## src/rtl/fp_class_pipe_if.sv

```systemverilog
// Operand/result handshake bundle for the pipelined IEEE-754 operand classifier.
// Carries a valid/ready input channel and a valid/ready result channel.
interface fp_class_pipe_if #(
    parameter int unsigned EXP_W = 5,
    parameter int unsigned SIG_W = 10
);
    logic                   in_valid;
    logic                   in_ready;
    logic [EXP_W+SIG_W:0]   in_f;
    logic                   out_valid;
    logic                   out_ready;
    logic                   out_sign;
    logic [EXP_W+1:0]       out_exp;
    logic [SIG_W:0]         out_sig;
    logic [5:0]             out_flags;

    modport master (
        output in_valid, in_f, out_ready,
        input  in_ready, out_valid, out_sign, out_exp, out_sig, out_flags
    );

    modport slave (
        input  in_valid, in_f, out_ready,
        output in_ready, out_valid, out_sign, out_exp, out_sig, out_flags
    );
endinterface

```

## src/rtl/fp_class_pipe.sv

```systemverilog
// Two-stage IEEE-754 operand unpacker: classifies the operand, then emits sign, flags,
// unbiased exponent and significand with subnormals normalised to the implied-1 position.
module fp_class_pipe #(
    parameter int unsigned EXP_W = 5,
    parameter int unsigned SIG_W = 10
) (
    input  logic           clk,
    input  logic           rst_n,
    fp_class_pipe_if.slave bus
);
    localparam int unsigned OUT_EXP_W = EXP_W + 2;
    localparam int unsigned OUT_SIG_W = SIG_W + 1;
    localparam int unsigned LZ_W      = $clog2(SIG_W + 1);
    localparam int          BIAS      = (1 << (EXP_W - 1)) - 1;

    localparam logic [5:0] FL_SNAN   = 6'b100000;
    localparam logic [5:0] FL_QNAN   = 6'b010000;
    localparam logic [5:0] FL_INF    = 6'b001000;
    localparam logic [5:0] FL_ZERO   = 6'b000100;
    localparam logic [5:0] FL_SUB    = 6'b000010;
    localparam logic [5:0] FL_NORMAL = 6'b000001;

    logic                  v1;
    logic                  v2;
    logic                  s1Sign;
    logic [EXP_W-1:0]      s1Exp;
    logic [SIG_W-1:0]      s1Frac;
    logic [5:0]            s1Flags;
    logic [LZ_W-1:0]       s1Lz;

    logic                  outSign;
    logic [OUT_EXP_W-1:0]  outExp;
    logic [OUT_SIG_W-1:0]  outSig;
    logic [5:0]            outFlags;

    logic                  inFire;
    logic                  s2Load;
    logic [EXP_W-1:0]      inExp;
    logic [SIG_W-1:0]      inFrac;
    logic                  expOnes;
    logic                  expZeroes;
    logic                  sigZeroes;
    logic [5:0]            flagsC;
    logic [LZ_W-1:0]       lzC;
    logic [SIG_W-1:0]      lzScan;
    logic                  lzFound;
    logic [OUT_EXP_W-1:0]  expC;
    logic [OUT_SIG_W-1:0]  sigC;
    int                    expInt;

    // Handshake: a stage may fill in the same cycle it drains, so no bubble is inserted.
    assign inFire        = bus.in_valid && bus.in_ready;
    assign s2Load        = v1 && (!v2 || bus.out_ready);
    assign bus.in_ready  = !v1 || !v2 || bus.out_ready;
    assign bus.out_valid = v2;
    assign bus.out_sign  = outSign;
    assign bus.out_exp   = outExp;
    assign bus.out_sig   = outSig;
    assign bus.out_flags = outFlags;

    // Stage 1 classification; flags come out one-hot by construction.
    always_comb begin
        inExp     = bus.in_f[SIG_W +: EXP_W];
        inFrac    = bus.in_f[SIG_W-1:0];
        expOnes   = &inExp;
        expZeroes = ~|inExp;
        sigZeroes = ~|inFrac;
        flagsC    = FL_NORMAL;
        if (expOnes) begin
            if (sigZeroes) begin
                flagsC = FL_INF;
            end else if (inFrac[SIG_W-1]) begin
                flagsC = FL_QNAN;
            end else begin
                flagsC = FL_SNAN;
            end
        end else if (expZeroes) begin
            flagsC = sigZeroes ? FL_ZERO : FL_SUB;
        end
    end

    // Leading-zero count of the fraction; only meaningful for a non-zero fraction.
    always_comb begin
        lzC     = '0;
        lzScan  = inFrac;
        lzFound = 1'b0;
        for (int i = 0; i < int'(SIG_W); i++) begin
            if (!lzFound) begin
                if (lzScan[SIG_W-1]) begin
                    lzFound = 1'b1;
                end else begin
                    lzC    = lzC + 1'b1;
                    lzScan = lzScan << 1;
                end
            end
        end
    end

    // Stage 2 unpack: normals get the hidden bit, subnormals are shifted up, specials pass raw.
    always_comb begin
        expInt = 0;
        expC   = OUT_EXP_W'(s1Exp);
        sigC   = {1'b0, s1Frac};
        if (s1Flags == FL_NORMAL) begin
            expInt = int'(s1Exp) - BIAS;
            expC   = OUT_EXP_W'(expInt);
            sigC   = {1'b1, s1Frac};
        end else if (s1Flags == FL_SUB) begin
            expInt = 1 - BIAS - (int'(s1Lz) + 1);
            expC   = OUT_EXP_W'(expInt);
            sigC   = {1'b0, s1Frac} << (int'(s1Lz) + 1);
        end
    end

    always_ff @(posedge clk or negedge rst_n) begin
        if (!rst_n) begin
            v1       <= 1'b0;
            v2       <= 1'b0;
            s1Sign   <= 1'b0;
            s1Exp    <= '0;
            s1Frac   <= '0;
            s1Flags  <= '0;
            s1Lz     <= '0;
            outSign  <= 1'b0;
            outExp   <= '0;
            outSig   <= '0;
            outFlags <= '0;
        end else begin
            v1 <= inFire || (v1 && !s2Load);
            v2 <= s2Load || (v2 && !bus.out_ready);
            if (inFire) begin
                s1Sign  <= bus.in_f[EXP_W+SIG_W];
                s1Exp   <= inExp;
                s1Frac  <= inFrac;
                s1Flags <= flagsC;
                s1Lz    <= lzC;
            end
            // Output registers only move on a stage-2 load, so a stall holds them steady.
            if (s2Load) begin
                outSign  <= s1Sign;
                outExp   <= expC;
                outSig   <= sigC;
                outFlags <= s1Flags;
            end
        end
    end
endmodule

```

## src/flat_wrapper.sv

```systemverilog
// flat-port wrapper written by rule: the top's interface ports become plain ports
module fp_class_pipe_flat 
#(
    parameter int unsigned EXP_W = 5,
    parameter int unsigned SIG_W = 10
)
  (clk, rst_n, bus_in_valid, bus_in_f, bus_out_ready, bus_in_ready, bus_out_valid, bus_out_sign, bus_out_exp, bus_out_sig, bus_out_flags);
  fp_class_pipe_if #(.EXP_W(EXP_W), .SIG_W(SIG_W)) bus_i ();
  input  logic clk;
  input  logic rst_n;
  input wire logic [$bits(bus_i.in_valid)-1:0] bus_in_valid;
  input wire logic [$bits(bus_i.in_f)-1:0] bus_in_f;
  input wire logic [$bits(bus_i.out_ready)-1:0] bus_out_ready;
  output wire logic [$bits(bus_i.in_ready)-1:0] bus_in_ready;
  output wire logic [$bits(bus_i.out_valid)-1:0] bus_out_valid;
  output wire logic [$bits(bus_i.out_sign)-1:0] bus_out_sign;
  output wire logic [$bits(bus_i.out_exp)-1:0] bus_out_exp;
  output wire logic [$bits(bus_i.out_sig)-1:0] bus_out_sig;
  output wire logic [$bits(bus_i.out_flags)-1:0] bus_out_flags;
  assign bus_i.in_valid = bus_in_valid;
  assign bus_i.in_f = bus_in_f;
  assign bus_i.out_ready = bus_out_ready;
  assign bus_in_ready = bus_i.in_ready;
  assign bus_out_valid = bus_i.out_valid;
  assign bus_out_sign = bus_i.out_sign;
  assign bus_out_exp = bus_i.out_exp;
  assign bus_out_sig = bus_i.out_sig;
  assign bus_out_flags = bus_i.out_flags;
  fp_class_pipe #(.EXP_W(EXP_W), .SIG_W(SIG_W)) u_core (.clk(clk), .rst_n(rst_n), .bus(bus_i));
endmodule
```

## config.mk

```make
export PLATFORM = sky130hd
export DESIGN_NAME = fp_class_pipe_flat
export DESIGN_NICKNAME = d
export VERILOG_FILES = /design/src/rtl/fp_class_pipe_if.sv /design/src/rtl/fp_class_pipe.sv /design/src/flat_wrapper.sv
export SDC_FILE = /design/constraint.sdc
export NUM_CORES = 1
export LEC_CHECK = 0
export CAP_MARGIN = 20
export CORE_ASPECT_RATIO = 1.4
export CORE_MARGIN = 2
export CORE_UTILIZATION = 25
export DETAILED_ROUTE_END_ITERATION = 6
export PLACE_DENSITY_LB_ADDON = 0.15
export SETUP_SLACK_MARGIN = 0.1
export SLEW_MARGIN = 30
export SYNTH_ARGS = -nofsm -noshare
export SYNTH_HDL_FRONTEND = slang
export SYNTH_SLANG_ARGS = --single-unit
```

## constraint.sdc

```tcl
create_clock -name clk -period 7.71 [get_ports clk]
set_clock_uncertainty 0.15 [all_clocks]
set_input_delay 0.771 -clock clk [delete_from_list [all_inputs] [get_ports clk]]
set_output_delay 0.771 -clock clk [all_outputs]
set_load 0.005 [all_outputs]
```

==> results.md <==
- Global Route Usage Sum: 12.2%
- Crit end category: register
- Slowest stage delay, CP: 0.67 ns
- Post-synth EDFFs: 0
- Crit-path leading delay family: compound AO/OA/AOI/OAI gates
- Count leader, synth: nand2_1
- Cell Area, Synth: 3330 µm²
- WHS: 0.327 ns
- Commonest cells in the synthesized netlist: nand2_1 (78), dfrtp_1 (53), a21oi_1 (31)
- Largest family of logic cells by synthesized area: simple AND/OR/NAND/NOR gates
- Number of diodes: 0
- DP HPWL: approximately 6300 µm
- TritonCTS clock tree: yes
- CP Launch Type: primary input
- Vert. Die Dim: 141 µm
- Initial Utilization: 25.7%
- Routability cong.: 0.868
- Clk_lat worst skew: 0.30 ns
- Post-synthesis mux area share: 8.41%
- Largest area contributor in the netlist: dfrtp_1
- Worst Tran Pin Value: 0.858 ns
- # clock sinks: 53
- Max Cap Viol: 0
- Routed Antenna Nets: 0
- Max Freq: 193 MHz
- Remaining Overflow, GRT: 0
- Slowest-stage cell, CP: clkdlybuf4s50_1
- Initial DRC count: 74
- Top cells by area, synth: dfrtp_1 (40%), nand2_1 (8.8%), mux2_2 (4.7%), a21oi_1 (4.7%), ha_1 (3.4%)
- # H-tree levels: 2
- Max-slew headroom: a little over two fifths
- Primary FF master, synth: dfrtp_1
- Minimum clock period: 5.19 ns
- Clk pin slew, worst setup/hold paths: 0.07 ns
- Crit path max fanout: 10
- Post-synth cell types: 54
- Final period util: 67.3%
- P&R area growth vs syn: 21.9%
- Leakage: 1.72 nW
- Pwr dens: 199 nW/µm²
- Largest net degree at the start of global routing: 54
- NumNets Final: 448
- Endpoints failing setup: 0
- Worst setup path class: primary input to register
- DR vias: 2859
- Slew Limit Fails: 0
- Syn_nets: roughly 420
- Area of the core: roughly 13000 µm²
- # IOs: 47
- Post-synthesis xor/xnor area fraction: 2.89%
- Root Driver: clkbuf_16
- RSZ-0062 raised after global routing: false
- Crit path cell chain: clkdlybuf4s50_1 -> inv_1 -> a21oi_1 -> ha_1 -> o31ai_1 -> inv_1 -> ha_1 -> or3_1 -> mux2_2 -> nand2_1 -> ha_1 -> o21a_1 -> ha_1 -> o31ai_1 -> mux2i_1 -> xnor2_1 -> o31a_1 -> o31ai_1
- Worst ir drop on vdd: 0.0763 mV
- Post-Syn Instances: 389
- Adder-cell area share of the yosys netlist: 3.38%
- Vias in the first global route: ~2800
- Mapped Avg Cell Area: 8.56 µm²
- Initial antenna violation count: 0
- Setup repair bufs after CTS: 0
- Rows: between 40 and 50
- Remaining DRCs: 0
- Fillers: 1388
- Largest buffer count on any clock path: 2
- Synth Area in Compound Gates: between 10% and 20%
- Post-Synth Simple-Gate Area: approximately 22%
- #FFs+latches synth: 53
- Ys Warns: 0
- CTS Buf Count: 5
- Average wire per standard cell: 14.2 µm
- CP arrival: 5.24 ns
- Critical path's most frequent cell: ha_1
- CP bufs+invs: 3
- FFs w/ async S/R, synth: 100%
- First-pass GRT wire length: 13900 µm
- # resized after CTS: 0
- TritonRoute pass-1 iters: 4
- Final hold viol count: 0
- # hold bufs at CTS: 0
- Multi-input gate area: approximately 1900 µm²
- Fin Setup TNS: 0 ns
- Buffers on Ports: 46
- Vias per cell: approximately 4.8
- Routed WL: ~8500 µm
- Crit path required time: 7.76 ns
- Die W: between 100 and 150 µm
- Yosys top cell area share: 39.8%
- Fraction of layout cells with a size suffix above 1: 7.62%
- Die area: 14300 µm²
- Seq/Total Area, Yosys: 39.8%
- Worst hold path class: register to register
- Register Area: roughly 1300 µm²
- Status: finished clean
[area by class of cell]
| type | instances | share of cell area [%] |
|---|---|---|
| well taps | 178 | 5.48 |
| clock buffers | 5 | 3.08 |
| flip-flops and latches | 53 | 32.7 |
| clock inverters | 3 | 0.431 |
| repair buffers | 49 | 11.8 |
| inverters | 9 | 0.832 |
| multi-input cells | 301 | 45.7 |
[cell families after synthesis]
family | count (synthesis)
compound gates | 103
xor+xnor | 11
fa+ha+maj | 9
buf+inv | 35
flops | 53
mux | 25
simple gates | 153
[tightest hold or removal path, delay by kind of cell (launching register included)]
kind | cells | cell delay (ns)
DFF | 1 | 0.34
and+or+nand+nor | 1 | 0.04
AOI/OAI and AO/OA | 1 | 0.06
[sequential cells by signal (all words and copies together), names as in the netlist]
register / cells
u_core.s1Sign: 1
u_core.s1Exp: 5
u_core.bus.out_flags: 6
u_core.s1Flags: 6
u_core.bus.out_exp: 7
u_core.bus.out_sig: 11
u_core.bus.out_sign: 1
u_core.v1: 1
u_core.bus.out_valid: 1
u_core.s1Frac: 10
u_core.s1Lz: 4
[power breakdown]
| part | internal (mW) | leakage [nW] | total, mW | switching (mW) |
|---|---|---|---|---|
| logic | 0.121 | 0.998 | 0.238 | 0.118 |
| clock network | 0.119 | 0.0696 | 0.222 | 0.102 |
| registers | 0.315 | 0.654 | 0.348 | 0.0325 |
| total | 0.555 | 1.72 | 0.808 | 0.253 |
[final timing paths]
path / start / endpoint / slack [ns] / cells after the start
worst max-delay path: bus_in_f[8] / u_core.s1Lz[3]$_DFFE_PN0P_ / 2.52 / 18
worst min-delay path: u_core.bus.out_sig[7]$_DFFE_PN0P_ / u_core.bus.out_sig[7]$_DFFE_PN0P_ / 0.33 / 2
worst max register to register: u_core.s1Lz[0]$_DFFE_PN0P_ / u_core.bus.out_sig[10]$_DFFE_PN0P_ / 4.25 / 8
worst min register to register: u_core.bus.out_sig[7]$_DFFE_PN0P_ / u_core.bus.out_sig[7]$_DFFE_PN0P_ / 0.33 / 2
max in group asynchronous: rst_n / u_core.bus.out_sign$_DFFE_PN0P_ / 6.51 / 2
min in group asynchronous: rst_n / u_core.bus.out_exp[0]$_DFFE_PN0P_ / 0.43 / 2
[through the flow]
step	total power [mW]	instances	utilization (%)	worst slack, ns	cell area [µm²]
global route	0.859	598	31.4	2.19	4060
floorplan	0.490	389	-	3.13	3330
global placement	0.593	590	30.3	2.36	3920
detailed placement	0.595	590	30.3	2.21	3920
finish	0.808	598	31.4	2.52	4060
CTS	0.820	598	31.4	2.50	4060
[cells in the final DEF, fill, tap and decap left out, types with 4 or more instances in the layout]
cell type,n
a211oi_1,5
a21oi_1,31
a31oi_1,4
clkbuf_16,5
clkdlybuf4s50_1,45
dfrtp_1,53
ha_1,9
inv_1,9
mux2_2,14
mux2i_1,10
nand2_1,78
nand2b_1,8
nand3_1,4
nand3b_1,6
nor2_1,24
nor2b_1,4
nor3_1,7
o21ai_0,20
o22ai_1,9
o31ai_1,7
xnor2_1,8
[per-layer routing]
layer / track usage, % / part of all wire (%)
met2: 21.2 / 51
met1: 14.9 / 43
met5: 0 / 0
met4: 4.69 / 2.3
met3: 1.59 / 3.3
No activity file was read; power rests on OpenSTA's default activity.
